`src/rtl/id_hazard_scoreboard_if.sv`:
```
`default_nettype none
// ============================================================================
// id_hazard_scoreboard_if : ID/WB-side signal bundle for the hazard scoreboard
// Rev 1.0
// ============================================================================
interface id_hazard_scoreboard_if #(
  parameter int NUM_REGS = 16
);
  localparam int IDX_W = $clog2(NUM_REGS);

  logic                id_valid;
  logic                id_wb_en;
  logic [IDX_W-1:0]    id_dest;
  logic [IDX_W-1:0]    id_src1;
  logic [IDX_W-1:0]    id_src2;
  logic                id_has_src1;
  logic                id_two_src;
  logic                freeze;
  logic                flush;
  logic                wb_wb_en;
  logic [IDX_W-1:0]    wb_dest;
  logic                hazard;
  logic [NUM_REGS-1:0] pending_mask;
  logic [3:0]          inflight_cnt;
  logic                underflow_err;

  modport master (
    output id_valid, id_wb_en, id_dest, id_src1, id_src2, id_has_src1,
           id_two_src, freeze, flush, wb_wb_en, wb_dest,
    input  hazard, pending_mask, inflight_cnt, underflow_err
  );

  modport slave (
    input  id_valid, id_wb_en, id_dest, id_src1, id_src2, id_has_src1,
           id_two_src, freeze, flush, wb_wb_en, wb_dest,
    output hazard, pending_mask, inflight_cnt, underflow_err
  );
endinterface
`default_nettype wire

```
`src/rtl/id_hazard_scoreboard.sv`:
```
`default_nettype none
// ============================================================================
// id_hazard_scoreboard : per-register pending-write counters driving ID stall
// Rev 1.0
// ============================================================================
module id_hazard_scoreboard #(
  parameter int NUM_REGS     = 16,
  parameter int MAX_INFLIGHT = 3,
  parameter int CNT_W        = 2
) (
  input wire clk,
  input wire rst,
  id_hazard_scoreboard_if.slave bus
);
  localparam int IDX_W = $clog2(NUM_REGS);
  localparam logic [CNT_W-1:0] c_MAX_CNT = CNT_W'(MAX_INFLIGHT);

  logic [CNT_W-1:0]    w_pend [NUM_REGS];
  logic [NUM_REGS-1:0] w_pending;
  logic                w_raw;
  logic                w_ovf;
  logic                w_hazard;
  logic                w_issue;
  logic                w_commit;
  logic                w_same_reg;
  logic                w_underflow;
  logic                w_valid_commit;
  logic [3:0]          r_inflight;
  logic                r_underflow;

  always_comb begin
    w_raw = (bus.id_has_src1 && (w_pend[bus.id_src1] != '0)) ||
            (bus.id_two_src  && (w_pend[bus.id_src2] != '0));
    w_ovf = bus.id_wb_en && (w_pend[bus.id_dest] == c_MAX_CNT);
    // freeze does not mask the stall; it only blocks state updates below
    w_hazard   = bus.id_valid && !bus.flush && (w_raw || w_ovf);
    w_issue    = bus.id_valid && !w_hazard && !bus.freeze && !bus.flush && bus.id_wb_en;
    w_commit   = bus.wb_wb_en && !bus.freeze;
    w_same_reg = w_issue && w_commit && (bus.id_dest == bus.wb_dest);
    w_underflow    = w_commit && (w_pend[bus.wb_dest] == '0) && !w_same_reg;
    w_valid_commit = w_commit && !w_underflow;
  end

  for (genvar g = 0; g < NUM_REGS; g++) begin : g_reg
    logic             w_inc;
    logic             w_dec;
    logic [CNT_W-1:0] r_cnt;

    assign w_inc        = w_issue  && (bus.id_dest == IDX_W'(g));
    assign w_dec        = w_commit && (bus.wb_dest == IDX_W'(g));
    assign w_pend[g]    = r_cnt;
    assign w_pending[g] = (r_cnt != '0);

    always_ff @(posedge clk or negedge rst) begin
      if (!rst) begin
        r_cnt <= '0;
      end else if (w_inc && !w_dec) begin
        r_cnt <= r_cnt + 1'b1;
      end else if (w_dec && !w_inc && (r_cnt != '0)) begin
        r_cnt <= r_cnt - 1'b1;
      end
    end
  end

  // Same-cycle issue and valid commit cancel; the total saturates at both ends
  always_ff @(posedge clk or negedge rst) begin
    if (!rst) begin
      r_inflight  <= 4'd0;
      r_underflow <= 1'b0;
    end else begin
      if (w_underflow) begin
        r_underflow <= 1'b1;
      end
      if (w_issue && !w_valid_commit && (r_inflight != 4'hF)) begin
        r_inflight <= r_inflight + 4'd1;
      end else if (w_valid_commit && !w_issue && (r_inflight != 4'h0)) begin
        r_inflight <= r_inflight - 4'd1;
      end
    end
  end

  assign bus.hazard        = w_hazard;
  assign bus.pending_mask  = w_pending;
  assign bus.inflight_cnt  = r_inflight;
  assign bus.underflow_err = r_underflow;
endmodule
`default_nettype wire

```
`src/flat_wrapper.sv`:
```
// flat-port wrapper written by rule: the top's interface ports become plain ports
module id_hazard_scoreboard_flat 
#(
  parameter int NUM_REGS     = 16,
  parameter int MAX_INFLIGHT = 3,
  parameter int CNT_W        = 2
)
  (clk, rst, bus_id_valid, bus_id_wb_en, bus_id_dest, bus_id_src1, bus_id_src2, bus_id_has_src1, bus_id_two_src, bus_freeze, bus_flush, bus_wb_wb_en, bus_wb_dest, bus_hazard, bus_pending_mask, bus_inflight_cnt, bus_underflow_err);
  id_hazard_scoreboard_if #(.NUM_REGS(NUM_REGS)) bus_i ();
  input wire clk;
  input wire rst;
  input wire logic [$bits(bus_i.id_valid)-1:0] bus_id_valid;
  input wire logic [$bits(bus_i.id_wb_en)-1:0] bus_id_wb_en;
  input wire logic [$bits(bus_i.id_dest)-1:0] bus_id_dest;
  input wire logic [$bits(bus_i.id_src1)-1:0] bus_id_src1;
  input wire logic [$bits(bus_i.id_src2)-1:0] bus_id_src2;
  input wire logic [$bits(bus_i.id_has_src1)-1:0] bus_id_has_src1;
  input wire logic [$bits(bus_i.id_two_src)-1:0] bus_id_two_src;
  input wire logic [$bits(bus_i.freeze)-1:0] bus_freeze;
  input wire logic [$bits(bus_i.flush)-1:0] bus_flush;
  input wire logic [$bits(bus_i.wb_wb_en)-1:0] bus_wb_wb_en;
  input wire logic [$bits(bus_i.wb_dest)-1:0] bus_wb_dest;
  output wire logic [$bits(bus_i.hazard)-1:0] bus_hazard;
  output wire logic [$bits(bus_i.pending_mask)-1:0] bus_pending_mask;
  output wire logic [$bits(bus_i.inflight_cnt)-1:0] bus_inflight_cnt;
  output wire logic [$bits(bus_i.underflow_err)-1:0] bus_underflow_err;
  assign bus_i.id_valid = bus_id_valid;
  assign bus_i.id_wb_en = bus_id_wb_en;
  assign bus_i.id_dest = bus_id_dest;
  assign bus_i.id_src1 = bus_id_src1;
  assign bus_i.id_src2 = bus_id_src2;
  assign bus_i.id_has_src1 = bus_id_has_src1;
  assign bus_i.id_two_src = bus_id_two_src;
  assign bus_i.freeze = bus_freeze;
  assign bus_i.flush = bus_flush;
  assign bus_i.wb_wb_en = bus_wb_wb_en;
  assign bus_i.wb_dest = bus_wb_dest;
  assign bus_hazard = bus_i.hazard;
  assign bus_pending_mask = bus_i.pending_mask;
  assign bus_inflight_cnt = bus_i.inflight_cnt;
  assign bus_underflow_err = bus_i.underflow_err;
  id_hazard_scoreboard #(.NUM_REGS(NUM_REGS), .MAX_INFLIGHT(MAX_INFLIGHT), .CNT_W(CNT_W)) u_core (.clk(clk), .rst(rst), .bus(bus_i));
endmodule
```
`config.mk`:
```
export PLATFORM = sky130hd
export DESIGN_NAME = id_hazard_scoreboard_flat
export DESIGN_NICKNAME = d
export VERILOG_FILES = /design/src/rtl/id_hazard_scoreboard_if.sv /design/src/rtl/id_hazard_scoreboard.sv /design/src/flat_wrapper.sv
export SDC_FILE = /design/constraint.sdc
export NUM_CORES = 1
export LEC_CHECK = 0
export ABC_AREA = 1
export BUFFER_PORTS_ARGS = -buffer_cell sky130_fd_sc_hd__buf_2
export CAP_MARGIN = 10
export CORE_MARGIN = 10
export CORE_UTILIZATION = 50
export DETAILED_ROUTE_END_ITERATION = 16
export PLACE_DENSITY = 0.8
export RECOVER_POWER = 25
export SETUP_SLACK_MARGIN = 0.15
export SYNTH_ARGS = -nofsm -noshare
export SYNTH_HDL_FRONTEND = slang
export SYNTH_SLANG_ARGS = --single-unit
```
`constraint.sdc`:
```
create_clock -name clk -period 2.7 [get_ports clk]
set_input_delay 0.405 -clock clk [delete_from_list [all_inputs] [get_ports clk]]
set_output_delay 0.405 -clock clk [all_outputs]
set_load 0.005 [all_outputs]
```
### Word level (Yosys, flattened, before mapping)

Index checks and enable logic that the tools add are counted.

| operators by class | value |
|---|---|
| add/subtract/negate cells | 34 |
| order comparisons | 4 |
| equal/unequal tests | 33 |
| mux-type cells | 46 |
| bitwise logic cells | 4 |
| reduce and logical (&&, ||, !) cells | 179 |

Operator list:

| kind | count |
|---|---|
| $logic_and 1x1->1 | 99 |
| $mux 2 | 40 |
| $reduce_bool 2->1 | 35 |
| $eq 4x4->1 const B | 16 |
| $logic_not 1->1 | 39 |
| $add 2x1->2 const B | 16 |
| $bmux 2 s4 | 4 |
| $eq 4x3->1 const B | 8 |
| $sub 2x1->2 const B | 16 |
| $ge 5x5->1 const B | 4 |
| $not 4->5 | 4 |
| $eq 4x2->1 const B | 4 |
| $eq 4x1->1 const B | 2 |
| $logic_not 4->1 | 2 |
| $mux 4 | 2 |
| $add 4x1->4 const B | 1 |
| $eq 4x4->1 | 1 |
| $ne 4x4->1 const B | 1 |
| $reduce_bool 4->1 | 1 |
| $sub 4x1->4 const B | 1 |
| $eq 2x2->1 const B | 1 |
| $logic_not 2->1 | 1 |
| $logic_or 1x1->1 | 2 |

| storage, ports and cells | value |
|---|---|
| register bits | 37 |
| bits of input ports | 25 |
| output and inout port bits | 22 |
| word-level logic and storage cells | 318 |

### Logic depth before layout (Yosys ltp)

Gate-level depths: netlist (run 1).

| depth | value |
|---|---|
| depth after elaboration | 24 |
| mapped depth | 27 |

### Least setup slack after synthesis (run 1)

No wires, ideal clock.

| timing path | value |
|---|---|
| kind | input port to flip-flop |
| start point | input port bus_id_dest[0] |
| end point | register u_core.r_inflight[3] (netlist: u_core.bus.inflight_cnt[3]) |
| arrival | 2.532 ns |
| slack | 0.052 ns |
| stages | 25 |
| buffers on the path | 2 |
| cell sequence | buf_4 -> buf_6 -> o21ai_0 -> nand2_1 -> nand2_1 -> nand2_1 -> nand2_1 -> inv_2 -> nand2_1 -> nand3_2 -> inv_1 -> nor2_1 -> nand3_1 -> nand2_1 -> nand2_1 -> nand2_2 -> ha_1 -> nand2_1 -> nand2_1 -> a31oi_1 -> inv_1 -> o21ai_1 -> nand2_1 -> nand2_1 -> nand2_1 |

| on the way | value |
|---|---|
| cells in the longest elaborated chain, start to end | 23 |
| elaborated cells on any way between the ends | 28 |
| those cells by class | 2 x eq/ne; 4 x mux; 1 x bitwise; 21 x reduce/logical |

Ends and longest elaborated chain:

| element | line | RTL |
|---|---|---|
| start, declared | flat_wrapper.sv:14 | `input wire logic [$bits(bus_i.id_dest)-1:0] bus_id_dest;` |
| $not 4->5 (implied by the code) | id_hazard_scoreboard.sv:34 | `w_ovf = bus.id_wb_en && (w_pend[bus.id_dest] == c_MAX_CNT);` |
| $bmux 2 s4 | id_hazard_scoreboard.sv:34 |  |
| $mux 2 (implied by the code) (2 in a row) | id_hazard_scoreboard.sv:34 |  |
| $eq 2x2->1 | id_hazard_scoreboard.sv:34 |  |
| $logic_and 1x1->1 | id_hazard_scoreboard.sv:34 |  |
| $logic_or 1x1->1 | id_hazard_scoreboard.sv:36 | `w_hazard = bus.id_valid && !bus.flush && (w_raw \|\| w_ovf);` |
| $logic_and 1x1->1 | id_hazard_scoreboard.sv:36 |  |
| $logic_not 1->1 | id_hazard_scoreboard.sv:37 | `w_issue = bus.id_valid && !w_hazard && !bus.freeze && !bus.flush && bus.id_wb_en;` |
| $logic_and 1x1->1 (4 in a row) | id_hazard_scoreboard.sv:37 |  |
| $logic_and 1x1->1 (2 in a row) | id_hazard_scoreboard.sv:39 | `w_same_reg = w_issue && w_commit && (bus.id_dest == bus.wb_dest);` |
| $logic_not 1->1 | id_hazard_scoreboard.sv:40 | `w_underflow = w_commit && (w_pend[bus.wb_dest] == '0) && !w_same_reg;` |
| $logic_and 1x1->1 | id_hazard_scoreboard.sv:40 |  |
| $logic_not 1->1 | id_hazard_scoreboard.sv:41 | `w_valid_commit = w_commit && !w_underflow;` |
| $logic_and 1x1->1 | id_hazard_scoreboard.sv:41 |  |
| $logic_not 1->1 | id_hazard_scoreboard.sv:74 | `if (w_issue && !w_valid_commit && (r_inflight != 4'hF)) begin` |
| $logic_and 1x1->1 (2 in a row) | id_hazard_scoreboard.sv:74 |  |
| $mux 4 or $reduce_bool 2->1 (tied branches) | -- |  |
| end signal, assigned | id_hazard_scoreboard.sv:75 | `r_inflight <= r_inflight + 4'd1;` |
| end signal, assigned | id_hazard_scoreboard.sv:77 | `r_inflight <= r_inflight - 4'd1;` |
| end, declared | id_hazard_scoreboard.sv:28 | `logic [3:0] r_inflight;` |

Several ways; a longest one is shown, not always the timed one. The select of a mux whose other input is x is not followed.
A chain may end at the register's enable or synchronous reset.

### Worst setup path in the final report (run 1)

| timing path | value |
|---|---|
| start point | register u_core.g_reg[14].r_cnt[0] |
| end point | register u_core.r_inflight[3] (netlist: u_core.bus.inflight_cnt[3]) |

| on the way | value |
|---|---|
| cells in the longest elaborated chain, start to end | 23 |
| elaborated cells on any way between the ends | 42 |
| those cells by class | 1 x eq/ne; 13 x mux; 28 x reduce/logical |

Ends and longest elaborated chain:

| element | line | RTL |
|---|---|---|
| start, declared | id_hazard_scoreboard.sv:47 | `logic [CNT_W-1:0] r_cnt;` |
| start signal, assigned | id_hazard_scoreboard.sv:58 | `r_cnt <= r_cnt + 1'b1;` |
| start signal, assigned | id_hazard_scoreboard.sv:60 | `r_cnt <= r_cnt - 1'b1;` |
| $bmux 2 s4 (on tied branches) | id_hazard_scoreboard.sv:32, id_hazard_scoreboard.sv:33 |  |
| $mux 2 (on tied branches) (2 in a row) | id_hazard_scoreboard.sv:32, id_hazard_scoreboard.sv:33 |  |
| $reduce_bool 2->1 (on tied branches) | id_hazard_scoreboard.sv:32, id_hazard_scoreboard.sv:33 |  |
| $logic_and 1x1->1 (on tied branches) | id_hazard_scoreboard.sv:32, id_hazard_scoreboard.sv:33 |  |
| $logic_or 1x1->1 | id_hazard_scoreboard.sv:32 | `w_raw = (bus.id_has_src1 && (w_pend[bus.id_src1] != '0)) \|\|` |
| $logic_or 1x1->1 | id_hazard_scoreboard.sv:36 |  |
| $logic_and 1x1->1 | id_hazard_scoreboard.sv:36 |  |
| $logic_not 1->1 | id_hazard_scoreboard.sv:37 |  |
| $logic_and 1x1->1 (4 in a row) | id_hazard_scoreboard.sv:37 |  |
| $logic_and 1x1->1 (2 in a row) | id_hazard_scoreboard.sv:39 |  |
| $logic_not 1->1 | id_hazard_scoreboard.sv:40 |  |
| $logic_and 1x1->1 | id_hazard_scoreboard.sv:40 |  |
| $logic_not 1->1 | id_hazard_scoreboard.sv:41 |  |
| $logic_and 1x1->1 | id_hazard_scoreboard.sv:41 |  |
| $logic_not 1->1 | id_hazard_scoreboard.sv:74 |  |
| $logic_and 1x1->1 (2 in a row) | id_hazard_scoreboard.sv:74 |  |
| $mux 4 or $reduce_bool 2->1 (tied branches) | -- |  |

Several ways; a longest one is shown, not always the timed one. The select of a mux whose other input is x is not followed.

==> metrics list, run 1 <==
- Data on the critical path is required at its endpoint by 2.89 ns.
- Port Buf Inserts: 46
* Data arrival time of the critical path: 2.92 ns
- Hold Crit Class: flip-flop to flip-flop
- Layout cell share with drive strength beyond 1: 0.273
- Of the total power, the clock network draws 0.191.
* Number of flops mapped to enable cells by yosys: 0
* Part of the total power dissipated in sequential elements: 0.338
- Setup violations remaining at the end of the flow were counted as 1.
- At the pin with the least slew margin, the transition time is a little over 2 ns.
* Post-route cell area: 4240 µm²
* Share of synthesized flip-flops with an asynchronous set or reset: 1.00
- In the post-route analysis, the smallest setup slack over all paths is -0.0321 ns.
- The via count of the first global-routing pass was 3602.
- Along the worst hold path, the cell count comes to 2.
- Overall power consumption after layout is estimated at 0.00230 W.
* Final worst clock skew: 0.00467 ns
- Clk sinks: 37
- Clock tree from TritonCTS: done
- Overall routed net length: 11000 µm
* Routed vias/inst: approximately 5.4
- Period Utilization, post-route: 1.01
* Area growth syn-to-layout: 30.9%
* Number of maximum-capacitance violations: 1
- The share of total power dissipated in combinational logic is 0.470.
- The synthesized netlist occupies a cell area of about 3200 µm².
* Standard cell core area: 6310 µm²
- Final net count: 665
* Clock-pin slew on the worst setup and hold paths: 0.08 ns
- Global-route wire length before repair: ~17000 µm
- After detailed routing, the number of remaining DRC violations is 0.
- Leakage: 2.35 nW
* Syn Area/Cell: 6.10 µm²
* Nature of the critical path endpoint: flip-flop
- Post-DR wirelength/cell: around 15 µm
* GRT overflow: 0
- Failing checks: capacitance limit, slew limit, setup timing
* Setup crit start kind: flip-flop
- Measured in cells, the most critical reg-to-reg path has a length of 21.
- Synthesis produced a netlist with a net count of 559.
- RSZ-0062 raised after global routing: true
- Among all flip-flop cells after synthesis, the most frequent one is dfrtp_1.
- Remaining antenna violation count after routing: 0
* Post-synth cell types: 38
* Buffer levels on the longest clock path: 2
- Net load switching power: 0.000927 W
* Max Clock Freq: approximately 0.37 GHz
- Once placement finished, the instance area stood at 3840 µm².
- Final critical delay including setup and external delays: 2.73 ns
* Routability-driven placement congestion ratio: 1.02
- For this run, the detailed router's first-pass iteration total came to 5.
- The HPWL after detailed placement is roughly 8300 µm.
- After floorplanning, the core was divided into 29 placement rows.
* Sequential element share of the synthesized area: 0.286
* Biggest area contributors in the synthesized netlist: dfrtp_1, nand2_1, inv_1
* Largest net degree at the start of global routing: 38
- Num ports: 47
- From bottom edge to top edge, the die measures between 100 and 150 µm.
* Synthesized instance count: 531
- Yosys printed 0 warnings.
- Across the VDD grid, the largest voltage drop is 505 µV.
* Total track usage: 0.207
- TritonCTS created 5 clock buffers.
* Chip Width: 100 µm
* Fraction of power spent switching nets: 0.403
- # fillers: 561
- Headroom to the max-slew limit came out at -0.367.
* Area of the die: between 10000 and 15000 µm²
- Storage element area: between 900 and 1000 µm²
- The repair_antennas step left the layout with diodes totalling 0.
* Area of the multi-input gates: 2090 µm²
- Power Dens Cells: 543 nW/µm²
- The final count of pins violating max slew was 38.
- Timing analysis after detailed placement gives a worst setup slack of -0.0370 ns.
* Clock latency at the later pin of the worst-skew pair: 0.30 ns
* Dominant cell type by area after synthesis: dfrtp_1
- The number of antenna violations at the first check in global routing was 0.
- Initial standard-cell utilization of the core: 0.513
* H-tree lvl count: 2
- Counting flops and latches in the post-synthesis netlist gives 37.
- Share of Yosys cell area claimed by the top area cell type: 0.286
- Number of endpoints with negative hold slack in the final report: 0
- Largest driver fanout on the critical path: 4
- Hold buffers post-CTS: 0
- Internal power summed over all cells: approximately 0.0014 W
* Classification of the worst setup path: flip-flop to flip-flop
* Run status: finished, violations left
- By instance count, the leading cell after synthesis is nand2_1.
* Min Hold Slack: 0.481 ns
- Routed vias: 3885
- After the first detailed-routing iteration, the DRC count stood at 326.
- By count the netlist is led by nand2_1, inv_1, nor2_1.
- Clock root buffer master: clkbuf_8
[stage by stage]
stage / utilization / cells / setup TNS, ns
2_1_floorplan: - / 531 / 0
3_3_place_gp: 0.609 / 687 / -0.00305
3_5_place_dp: 0.609 / 687 / -0.0370
4_1_cts: 0.642 / 704 / 0
5_1_grt: 0.672 / 715 / -0.205
6_report: 0.672 / 715 / -0.0321
[layer usage]
metal  vias up  GRT usage  part of all wire
li1       1895          -                 -
met1      1768      0.257              0.40
met2       186      0.347              0.49
met3        36     0.0336             0.073
met4         0     0.0859             0.032
met5         -          0                 0
[registers in the layout, indices dropped and copies added (netlist names)]
name / flops
u_core.bus.inflight_cnt: 4
u_core.g.r_cnt: 32
u_core.bus.underflow_err: 1
[power groups by stage]
stage                     sequential, W  combinational [W]  clock [W]
after CTS                      0.000771           0.000997   0.000449
after global placement         0.000770           0.000919          0
after floorplan                0.000775           0.000482          0
final                          0.000778            0.00108   0.000441
after detailed placement       0.000779           0.000940          0
after global routing           0.000796            0.00118   0.000473
[what timing repair did]
action                                  4_1_cts  5_1_grt
gates cloned                                  0        0
pin swaps                                     3       17
setup buffers                                 9       11
endpoints found under the setup margin        3       13
gates resized for setup                      14       35
[cells by family after synthesis]
logic type,synth area share
and+or+nand+nor,0.440
buffers and inverters,0.110
AOI/OAI and AO/OA,0.101
DFF,0.286
xor gates and xnor gates,0.0487
adders and majority gates,0.0139
[area by class of cell]
type | count | share of cell area
well taps | 77 | 0.0227
inverters | 77 | 0.0687
clock buffers | 7 | 0.0227
clock inverters | 1 | 0.00118
multi-input cells | 409 | 0.494
flip-flops and latches | 37 | 0.219
repair buffers | 107 | 0.172
[final timing paths]
path	slack [ns]	startpoint	to
min in group asynchronous	0.69	rst	u_core.g_reg[12].r_cnt[0]
max reg2reg	-0.03	u_core.g_reg[14].r_cnt[0]	u_core.bus.inflight_cnt[3]
min reg2reg	0.48	u_core.bus.underflow_err	u_core.bus.underflow_err
max	-0.03	u_core.g_reg[14].r_cnt[0]	u_core.bus.inflight_cnt[3]
max in group asynchronous	0.68	rst	u_core.g_reg[2].r_cnt[0]
min	0.48	u_core.bus.underflow_err	u_core.bus.underflow_err
[layout by cell type, fill, tap and decap left out, types with 2 or more instances in the layout]
| cell | synthesis | layout |
|---|---|---|
| nand2_2 | 3 | 11 |
| nand4_1 | 2 | 2 |
| nand3_2 | 8 | 14 |
| a22o_1 | 2 | 2 |
| buf_2 | 2 | 45 |
| o22ai_1 | 8 | 8 |
| a21oi_1 | 6 | 5 |
| o41ai_1 | 3 | 3 |
| inv_1 | 68 | 65 |
| clkbuf_8 | 0 | 7 |
| inv_2 | 7 | 10 |
| o21ai_2 | 4 | 6 |
| or2_2 | 2 | 2 |
| buf_6 | 4 | 3 |
| nor2_4 | 0 | 5 |
| o21ai_1 | 7 | 10 |
| nor3_1 | 10 | 10 |
| nand3_1 | 49 | 43 |
| xor2_1 | 17 | 17 |
| nand2_1 | 191 | 182 |
| nor2_2 | 1 | 5 |
| buf_12 | 0 | 2 |
| buf_4 | 1 | 55 |
| nor2_1 | 63 | 54 |
| dfrtp_1 | 37 | 36 |
| a31oi_1 | 3 | 3 |
| o21ai_0 | 18 | 13 |
[critical path, cell delays in order (launching register included)]
cell and delay, ns:
dfrtp_1 0.43, inv_2 0.12, nand2_2 0.12, nand2_1 0.10, nand3_2 0.08, nand3_2 0.07
nand3_2 0.08, nand3_2 0.11, buf_6 0.10, buf_4 0.10, nand4_4 0.08, a21oi_4 0.17
nand2_4 0.08, ha_4 0.25, nand2_2 0.05, nand2_1 0.04, a31oi_1 0.18, inv_1 0.09
o21ai_2 0.17, nand2_1 0.07, nand2_1 0.07, nand2_1 0.06
No activity file was read; power rests on OpenSTA's default activity.
==> inputs of run 2 (changes only) <==
--- a/config.mk
+++ b/config.mk
@@ -11,9 +11,11 @@
 export CORE_MARGIN = 10
 export CORE_UTILIZATION = 50
 export DETAILED_ROUTE_END_ITERATION = 16
+export GPL_TIMING_DRIVEN = 0
 export PLACE_DENSITY = 0.8
 export RECOVER_POWER = 25
 export SETUP_SLACK_MARGIN = 0.15
+export SKIP_CTS_REPAIR_TIMING = 1
 export SYNTH_ARGS = -nofsm -noshare
 export SYNTH_HDL_FRONTEND = slang
 export SYNTH_SLANG_ARGS = --single-unit
==> run 2 against run 1 <==
Effect of this change: sequential power is 7.6% higher; setup slack better by 0.034 ns; die area stayed put; the flow finishes with violations (capacitance limit, slew limit); first-iteration DRC count is 48% higher; clock-buffer cell count is 1 lower; via count is 3.9% lower; largest cell class unchanged.
==> metrics list, run 2 (same netlist as run 1, synthesis figures left out) <==
- The final antenna-violating net count is 0 (unchanged).
* Cell count of the worst reg-to-reg path: 22 (+4.8%)
* Hold Crit Class: flip-flop to flip-flop
- Overall power of the completed layout: 0.00227 W (-1.5%)
- Final critical delay including setup and external delays: 2.70 ns (-0.0343 ns)
- The effective utilization at floorplan is 0.513 (unchanged).
- The number of buffers inserted by port buffering came to 44 (-4.3%).
* Buffer levels on the longest clock path: 2 (unchanged)
- The peak fanout along the critical path was 4 (unchanged).
- The number of fillers in the final layout is 589 (+5.0%).
- The share of the cycle needed by the critical path after routing is 0.999 (-0.0127).
* Startpoint of the worst hold path: u_core.bus.underflow_err
- Count of cells along the worst hold path: 2 (unchanged)
- The reg2reg setup slack was 0.002 ns (+0.03 ns).
- Register containing the most flip-flops in the final layout: u_core.g.r_cnt
- Clock root buffer master: clkbuf_8
- The highest ir drop seen on vdd came to 378 µV (-25%).
- The post-CTS clock slew at the launch and capture registers of the worst setup and hold paths was 0.08 ns (about the same).
- The tightest slew margin relative to the limit is -0.344 (+0.0224).
- Clock tree from TritonCTS: done
- First-pass DRT Iterations: 8 (+3)
* GRT overflow: 0 (unchanged)
* Overall routed net length: 10600 µm (-4.4%)
- Worst min-delay path endpoint: u_core.bus.underflow_err
- Area growth syn-to-layout: 24.1%
- Global-route wire length before repair: 16100 µm (-5.0%)
- Leading cell type in the layout, fill and taps excluded: nand2_1
- The setup path with the least slack is of type flip-flop to flip-flop.
- The number of sinks on the clock net came to 37 (unchanged).
- Row count: 29 (unchanged)
- In the layout the commonest cells are nand2_1, inv_1, nor2_1.
- The clock buffer count from CTS is 5 (unchanged).
- Height of the chip: 100 µm (unchanged)
- Min Hold Slack: 0.474 ns (-0.00695 ns)
- Final Slew Violations: 38 (unchanged)
- The power density normalized to cell area is 564 nW/µm² (+3.9%).
- Chip Width: 100 µm (unchanged)
* H-tree lvl count: 2 (unchanged)
- The area of combinational cells with multiple inputs was 2150 µm² (+2.6%).
- The number of maximum-capacitance violations is 1 (unchanged).
* Largest net degree at the start of global routing: 38 (unchanged)
* Routed vias: 3735 (-3.9%)
* Setup crit start kind: flip-flop
- Area of the die: 10100 µm² (unchanged)
* Fraction of power spent switching nets: 0.409 (+0.00580)
* Leakage: 2.16 nW (-8.3%)
- Final number of setup-violating endpoints: 0 (-1)
- The endpoint identified for the worst register-to-register timing path is u_core.bus.inflight_cnt[3].
- Failing checks: capacitance limit, slew limit
* Worst Tran Pin Value: 2.02 ns (-0.0336 ns)
- The setup clock skew after layout is 0.00618 ns (+0.00150 ns).
- The fraction of final layout cells with drive strength greater than 1 is 0.262 (-0.0111).
* Post-DR wirelength/cell: 15.6 µm (+0.94%)
- Antenna diode count: 0 (unchanged)
* Max Clock Freq: 0.371 GHz (+1.3%)
- Number of antenna violations at the first check in global routing: 0 (unchanged)
* Total track usage: 0.196 (-0.0116)
- Nature of the critical path endpoint: flip-flop
- Count of placed standard cells including taps: 652 (-5.1%)
* Post-route cell area: 4020 µm² (-5.2%)
- Run status: finished, violations left
* RSZ-0062 raised after global routing: true
- Vias in the first global route: 3410 (-5.3%)
- The flip-flop count of the largest register, all copies and words added was 32 (unchanged).
- The clock latency on the worst-skew pair is 0.30 ns (about the same).
- The I/O pin total is 47 (unchanged).
* Final net count: 627 (-5.7%)
- The violation count after the first detailed-route iteration came to 484 (+48%).
- The half-perimeter wire length after placement came to 7720 µm (-7.2%).
- Total negative slack: 0 ns (+0.0321 ns)
- Number of endpoints with negative hold slack in the final report: 0 (unchanged)
- Internal power summed over all cells: 0.00134 W (-2.5%)
- Clock power frac: 0.234 (+0.043)
- Standard cell core area: 6310 µm² (unchanged)
* Area of placed instances: 3570 µm² (-7.1%)
- The startpoint identified for the worst register-to-register timing path is u_core.g_reg[13].r_cnt[1].
* Endpoint required time on the critical path: 2.89 ns (about the same)
- The share of total power in sequential cells was 0.369 (+0.031).
- Routability-driven placement congestion ratio: 0.953 (-6.9%)
- The detail-routed via count per cell came to 5.52 (+1.5%).
- Share of total power in combinational logic: 0.397 (-0.073)
- Number of DRC violations after detailed routing: 0 (unchanged)
- The switching power of the nets was 0.000926 W (about the same).
* Post-layout instance count excluding filler cells: 677 (-5.3%)
* Storage element area: 941 µm² (+1.5%)
- Data arrival time of the critical path: 2.89 ns (-0.03 ns)
run 2: cell count changes in the layout (fill, tap and decap cells not counted), moves of 3 or more:
cell     previous run  this run
dfrtp_2             1        12
dfrtp_1            36        25
nor2_4              5        11
nand2_2            11         8
inv_1              65        60
nor2_1             54        48
inv_2              10        15
buf_4              55        17
run 2: worst max-delay path, stage by stage (launching register included):
cell	delay, ns
dfrtp_1	0.43
nor2_4	0.20
nand2_1	0.08
nand2_1	0.08
nand2_1	0.05
nand3_1	0.08
nand3_2	0.08
nand3_2	0.12
nand2_2	0.06
nor2_2	0.10
nand3_1	0.09
nand2_1	0.11
nand2_2	0.08
nand2_4	0.11
ha_4	0.21
nand2_1	0.05
nand2_1	0.05
a31oi_2	0.18
inv_1	0.07
o21ai_2	0.13
nand2_1	0.07
nand2_1	0.07
nand2_1	0.06
run 2: routing by layer:
layer | routed length, µm | GRT usage | vias up
met5 | 0 | 0 | -
met4 | 387 | 0.0837 | 0
met3 | 732 | 0.0384 | 33
met2 | 5020 | 0.324 | 161
met1 | 4410 | 0.241 | 1722
li1 | - | - | 1819
run 2: worst max-delay path by stage:
stage	start	endpoint	cells past startpoint
finish	u_core.g_reg[13].r_cnt[1]	u_core.bus.inflight_cnt[3]	22
global placement	bus_id_dest[1]	u_core.bus.inflight_cnt[3]	24
global route	u_core.g_reg[13].r_cnt[1]	u_core.bus.inflight_cnt[3]	22
floorplan	bus_id_dest[0]	u_core.bus.inflight_cnt[3]	27
detailed placement	bus_id_dest[1]	u_core.bus.inflight_cnt[3]	24
CTS	u_core.g_reg[15].r_cnt[0]	u_core.bus.inflight_cnt[3]	22
run 2: cell type report:
cell class,count,share of cell area
buffer,8,0.0177
clock buffer,6,0.0205
clock inverter,2,0.00934
inverter,77,0.0735
multi-input combinational,409,0.535
sequential,37,0.234
tap,77,0.0240
timing repair buffer,61,0.0862
run 2: power by group through the flow:
| stage | Combinational [W] | Clock [W] | Sequential (W) |
|---|---|---|---|
| after global routing | 0.000997 | 0.000555 | 0.000855 |
| after floorplan | 0.000482 | 0 | 0.000775 |
| after detailed placement | 0.000752 | 0 | 0.000802 |
| after global placement | 0.000730 | 0 | 0.000795 |
| after CTS | 0.000756 | 0.000535 | 0.000792 |
| final | 0.000900 | 0.000530 | 0.000837 |
run 2: through the flow:
stage / util / setup slack [ns]
floorplan: - / 0.155
global placement: 0.566 / -0.236
detailed placement: 0.566 / -0.359
CTS: 0.585 / -0.347
global route: 0.637 / -0.190
finish: 0.637 / 0.00220
==> inputs of run 3 (changes only) <==
--- a/config.mk
+++ b/config.mk
@@ -14,7 +14,7 @@
 export GPL_TIMING_DRIVEN = 0
 export PLACE_DENSITY = 0.8
 export RECOVER_POWER = 25
-export SETUP_SLACK_MARGIN = 0.15
+export SETUP_SLACK_MARGIN = 0.5
 export SKIP_CTS_REPAIR_TIMING = 1
 export SYNTH_ARGS = -nofsm -noshare
 export SYNTH_HDL_FRONTEND = slang
==> run 3 against run 2 <==
Effect of this change: the run still ends with capacitance limit, slew limit left; routed wire length increased by 2.9%; setup slack improved by 0.0048 ns; non-clock buffer count unchanged; combinational power increased by 3.4%; clock skew increased by 0.0043 ns; total power increased by 0.47%; cell count increased by 0.15%; hold slack got worse by 0.011 ns; register-to-register slack about the same; clock power decreased by 3%; final area increased by 4.8%; sequential share of layout area decreased by 1.1 points.
==> metrics list, run 3 (same netlist as run 1, synthesis figures left out) <==
- Run status: finished, violations left
- Failing checks: capacitance limit, slew limit
- The detail-routed via count per cell was 5.57 (+1.0%).
* First-pass DRT Iterations: 6 (-2)
* Height of the chip: 100 µm (unchanged)
* Classification of the worst setup path: flip-flop to flip-flop
- The routed wire length on met3 came to 956 µm (+31%).
- Most Frequent Cell on Critical Path: nand2_1
- The detailed-route DRC error count came to 0 (unchanged).
- Bufs and invs on worst path: 1 (unchanged)
- The clock buffer count from CTS came to 5 (unchanged).
- The signal on the critical path passes through nor2_4, nand2_1, o21ai_1, nand2_1, nand3_1, nand3_2, nand3_4, nand2_1, nor2_2, nand3_1, nand2_2, nand2_2, nand2_4, ha_4, nand2_1, nand2_1, a31oi_2, inv_1, o21ai_2, nand2_1, nand2_1, nand2_1.
- Period Utilization, post-route: 0.997 (-0.00177)
- Clock power frac: 0.225 (-0.009)
- Cell count of the worst reg-to-reg path: 22 (unchanged)
* RSZ-0062 raised after global routing: true
* Row count: 29 (unchanged)
* Clock tree from TritonCTS: done
* Share of total power in combinational logic: 0.409 (+0.012)
- Remaining antenna violation count after routing: 0 (unchanged)
- The final critical-path setup slack is 0.00697 ns (+0.00477 ns).
- The clock tree buffer depth is 2 (unchanged).
- Critical Path Max Stage Delay: 0.47 ns (+0.04 ns)
- The violation count after the first detailed-route iteration was 330 (-32%).
- Count of cells along the worst hold path: 2 (unchanged)
* Number of endpoints with negative hold slack in the final report: 0 (unchanged)
* Largest driver fanout on the critical path: 5 (+1)
* Worst Tran Pin Value: 2.03 ns (+0.0177 ns)
- The clock latency on the worst-skew pair was 0.29 ns (about the same).
* Routability-driven placement congestion ratio: 0.987 (+3.6%)
* Final Slew Violations: 38 (unchanged)
* Pre-CTS setup slack: -0.309 ns (+0.0500 ns)
- Largest net degree at the start of global routing: 38 (unchanged)
* Fraction of power spent switching nets: 0.407 (-0.00120)
- The fraction of final layout cells with drive strength greater than 1 was 0.300 (+0.0378).
- The tree is rooted in a clkbuf_8.
* Number of maximum-capacitance violations: 1 (unchanged)
- The level count of the clock H-tree came to 2 (unchanged).
- The die footprint came to 10100 µm² (unchanged).
- Max Clock Freq: 0.371 GHz (+0.18%)
- GRT overflow: 0 (unchanged)
- The library cell used most frequently in the layout, excluding fill and tap cells, is nand2_1.
* # fillers: 555 (-5.8%)
* Overall routed net length: 10900 µm (+2.9%)
- The post-layout total power came to 0.00228 W (+0.47%).
- The detailed-route via count was 3779 (+1.2%).
- The half-perimeter wire length after placement was 7870 µm (+1.8%).
* Standard cell core area: 6310 µm² (unchanged)
- The startpoint identified for the worst register-to-register timing path is u_core.g_reg[3].r_cnt[0].
- Clk sinks: 37 (unchanged)
- The final setup violation count is 0 (unchanged).
- Grouping stages by cell kind, the critical path spends the most delay in simple AND/OR/NAND/NOR gates.
* Port Buf Inserts: 44 (unchanged)
- The worst hold path terminates at u_core.bus.underflow_err.
- In this run the worst hold path is classified as flip-flop to flip-flop.
- The global routing usage summed across all routing layers came to 0.198 (+0.00281).
- The post-CTS clock slew at the launch and capture registers of the worst setup and hold paths is 0.08 ns (about the same).
- Final net count: 628 (+0.16%)
- Register containing the most flip-flops in the final layout: u_core.g.r_cnt
- The number of antenna violations at the first check in global routing was 0 (unchanged).
- Net load switching power: 0.000928 W (+0.17%)
- Nature of the critical path endpoint: flip-flop
- Vias in the first global route: 3506 (+2.8%)
- Final worst clock skew: 0.0105 ns (+0.00431 ns)
- Num ports: 47 (unchanged)
- Highest routing layer actually used: met4
* Internal power summed over all cells: 0.00135 W (+0.67%)
* Crit-path slowest cell: dfrtp_1
- Worst slew slack as a fraction of its limit: -0.356 (-0.0118)
- Antenna diode count: 0 (unchanged)
* Part of the total power dissipated in sequential elements: 0.366 (-0.003)
- Startpoint of the worst hold path: u_core.bus.underflow_err
- Global-route wire length before repair: 16600 µm (+2.5%)
- Storage element area: 940 µm² (-0.13%)
* Logic depth of the worst setup path including buffers: 22 (unchanged)
- The power density normalized to cell area is 541 nW/µm² (-4.1%).
* Met2 routed WL: 5250 µm (+4.5%)
* R2r endpoint: u_core.bus.inflight_cnt[3]
- The flip-flop count of the largest register, all copies and words added was 32 (unchanged).
- Chip Width: 100 µm (unchanged)
* Data arrival time of the critical path: 2.87 ns (-0.02 ns)
- Detailed-routing wirelength on met1: 4330 µm (-1.8%)
- Area of the multi-input gates: 2290 µm² (+6.6%)
- R2R Setup Slk: 0.007 ns (about the same)
- STA classifies the critical path startpoint as a flip-flop.
* IR drop worst, VDD: 547 µV (+45%)
- The worst path required time was 2.88 ns (about the same).
- Post-DR wirelength/cell: 16.0 µm (+2.7%)
- From synthesis to final layout, the design area changed by 30.0%.
* Area of placed instances: 3590 µm² (+0.63%)
- Commonest cells after routing, fill and taps aside: nand2_1, inv_1, buf_2
- The static leakage is 2.25 nW (+4.4%).
- The shortest period the worst path allows is 2.69 ns (-0.00477 ns).
- Initial standard-cell utilization of the core: 0.513 (unchanged)
- The final instance area was 4210 µm² (+4.8%).
[run 3: changes by cell type in the layout (fill, tap and decap cells not counted), sizes merged]
cell      previous run  this run
clkbuf               7        10
buf                 68        66
clkinvlp             2         0
clkinv               0         1
inv                 76        77
[run 3: power by group through the flow]
stage | Sequential (W) | Combinational, W | Clock [W]
global route | 0.000855 | 0.00103 | 0.000536
CTS | 0.000791 | 0.000766 | 0.000515
global placement | 0.000796 | 0.000737 | 0
detailed placement | 0.000801 | 0.000759 | 0
finish | 0.000834 | 0.000931 | 0.000513
floorplan | 0.000774 | 0.000488 | 0
[run 3: through the flow]
stage / hold WS (ns) / utilization / setup TNS (ns) / std cells
floorplan: 0.109 / - / 0 / 531
global placement: 0.444 / 0.569 / -0.279 / 652
detailed placement: 0.448 / 0.569 / -0.309 / 652
CTS: 0.247 / 0.588 / -0.314 / 660
global route: 0.505 / 0.667 / -0.199 / 678
finish: 0.463 / 0.667 / 0 / 678
[run 3: worst max-delay path by stage]
stage                                            end  slack [ns]                 startpoint
after floorplan           u_core.bus.inflight_cnt[3]        0.17             bus_id_dest[0]
after global placement    u_core.bus.inflight_cnt[3]       -0.28             bus_id_dest[1]
after detailed placement  u_core.bus.inflight_cnt[3]       -0.31             bus_id_dest[1]
after CTS                 u_core.bus.inflight_cnt[3]       -0.31   u_core.g_reg[3].r_cnt[0]
after global routing      u_core.bus.inflight_cnt[3]       -0.19  u_core.g_reg[15].r_cnt[1]
final                     u_core.bus.inflight_cnt[3]       0.007   u_core.g_reg[3].r_cnt[0]
[run 3: worst reg2reg max path, delay by kind of cell, from the launching register on]
kind / cells / cell delay (ns)
AOI/OAI and AO/OA: 3 / 0.42
adders and majority gates: 1 / 0.21
buffers and inverters: 1 / 0.07
DFF: 1 / 0.47
and+or+nand+nor: 17 / 1.41
[run 3: cell type report]
cell class                 count  area share
clock inverter                 1     0.00713
timing repair buffer          61      0.0879
sequential                    37       0.223
timing repair inverter         1     0.00149
tap                           77      0.0229
clock buffer                   7      0.0205
inverter                      77      0.0710
buffer                         8      0.0220
multi-input combinational    409       0.544
[run 3: per-layer routing]
layer / vias up / GRT usage
li1: 1821 / -
met1: 1728 / 0.254
met2: 188 / 0.326
met3: 42 / 0.0357
met4: 0 / 0.0685
met5: - / 0
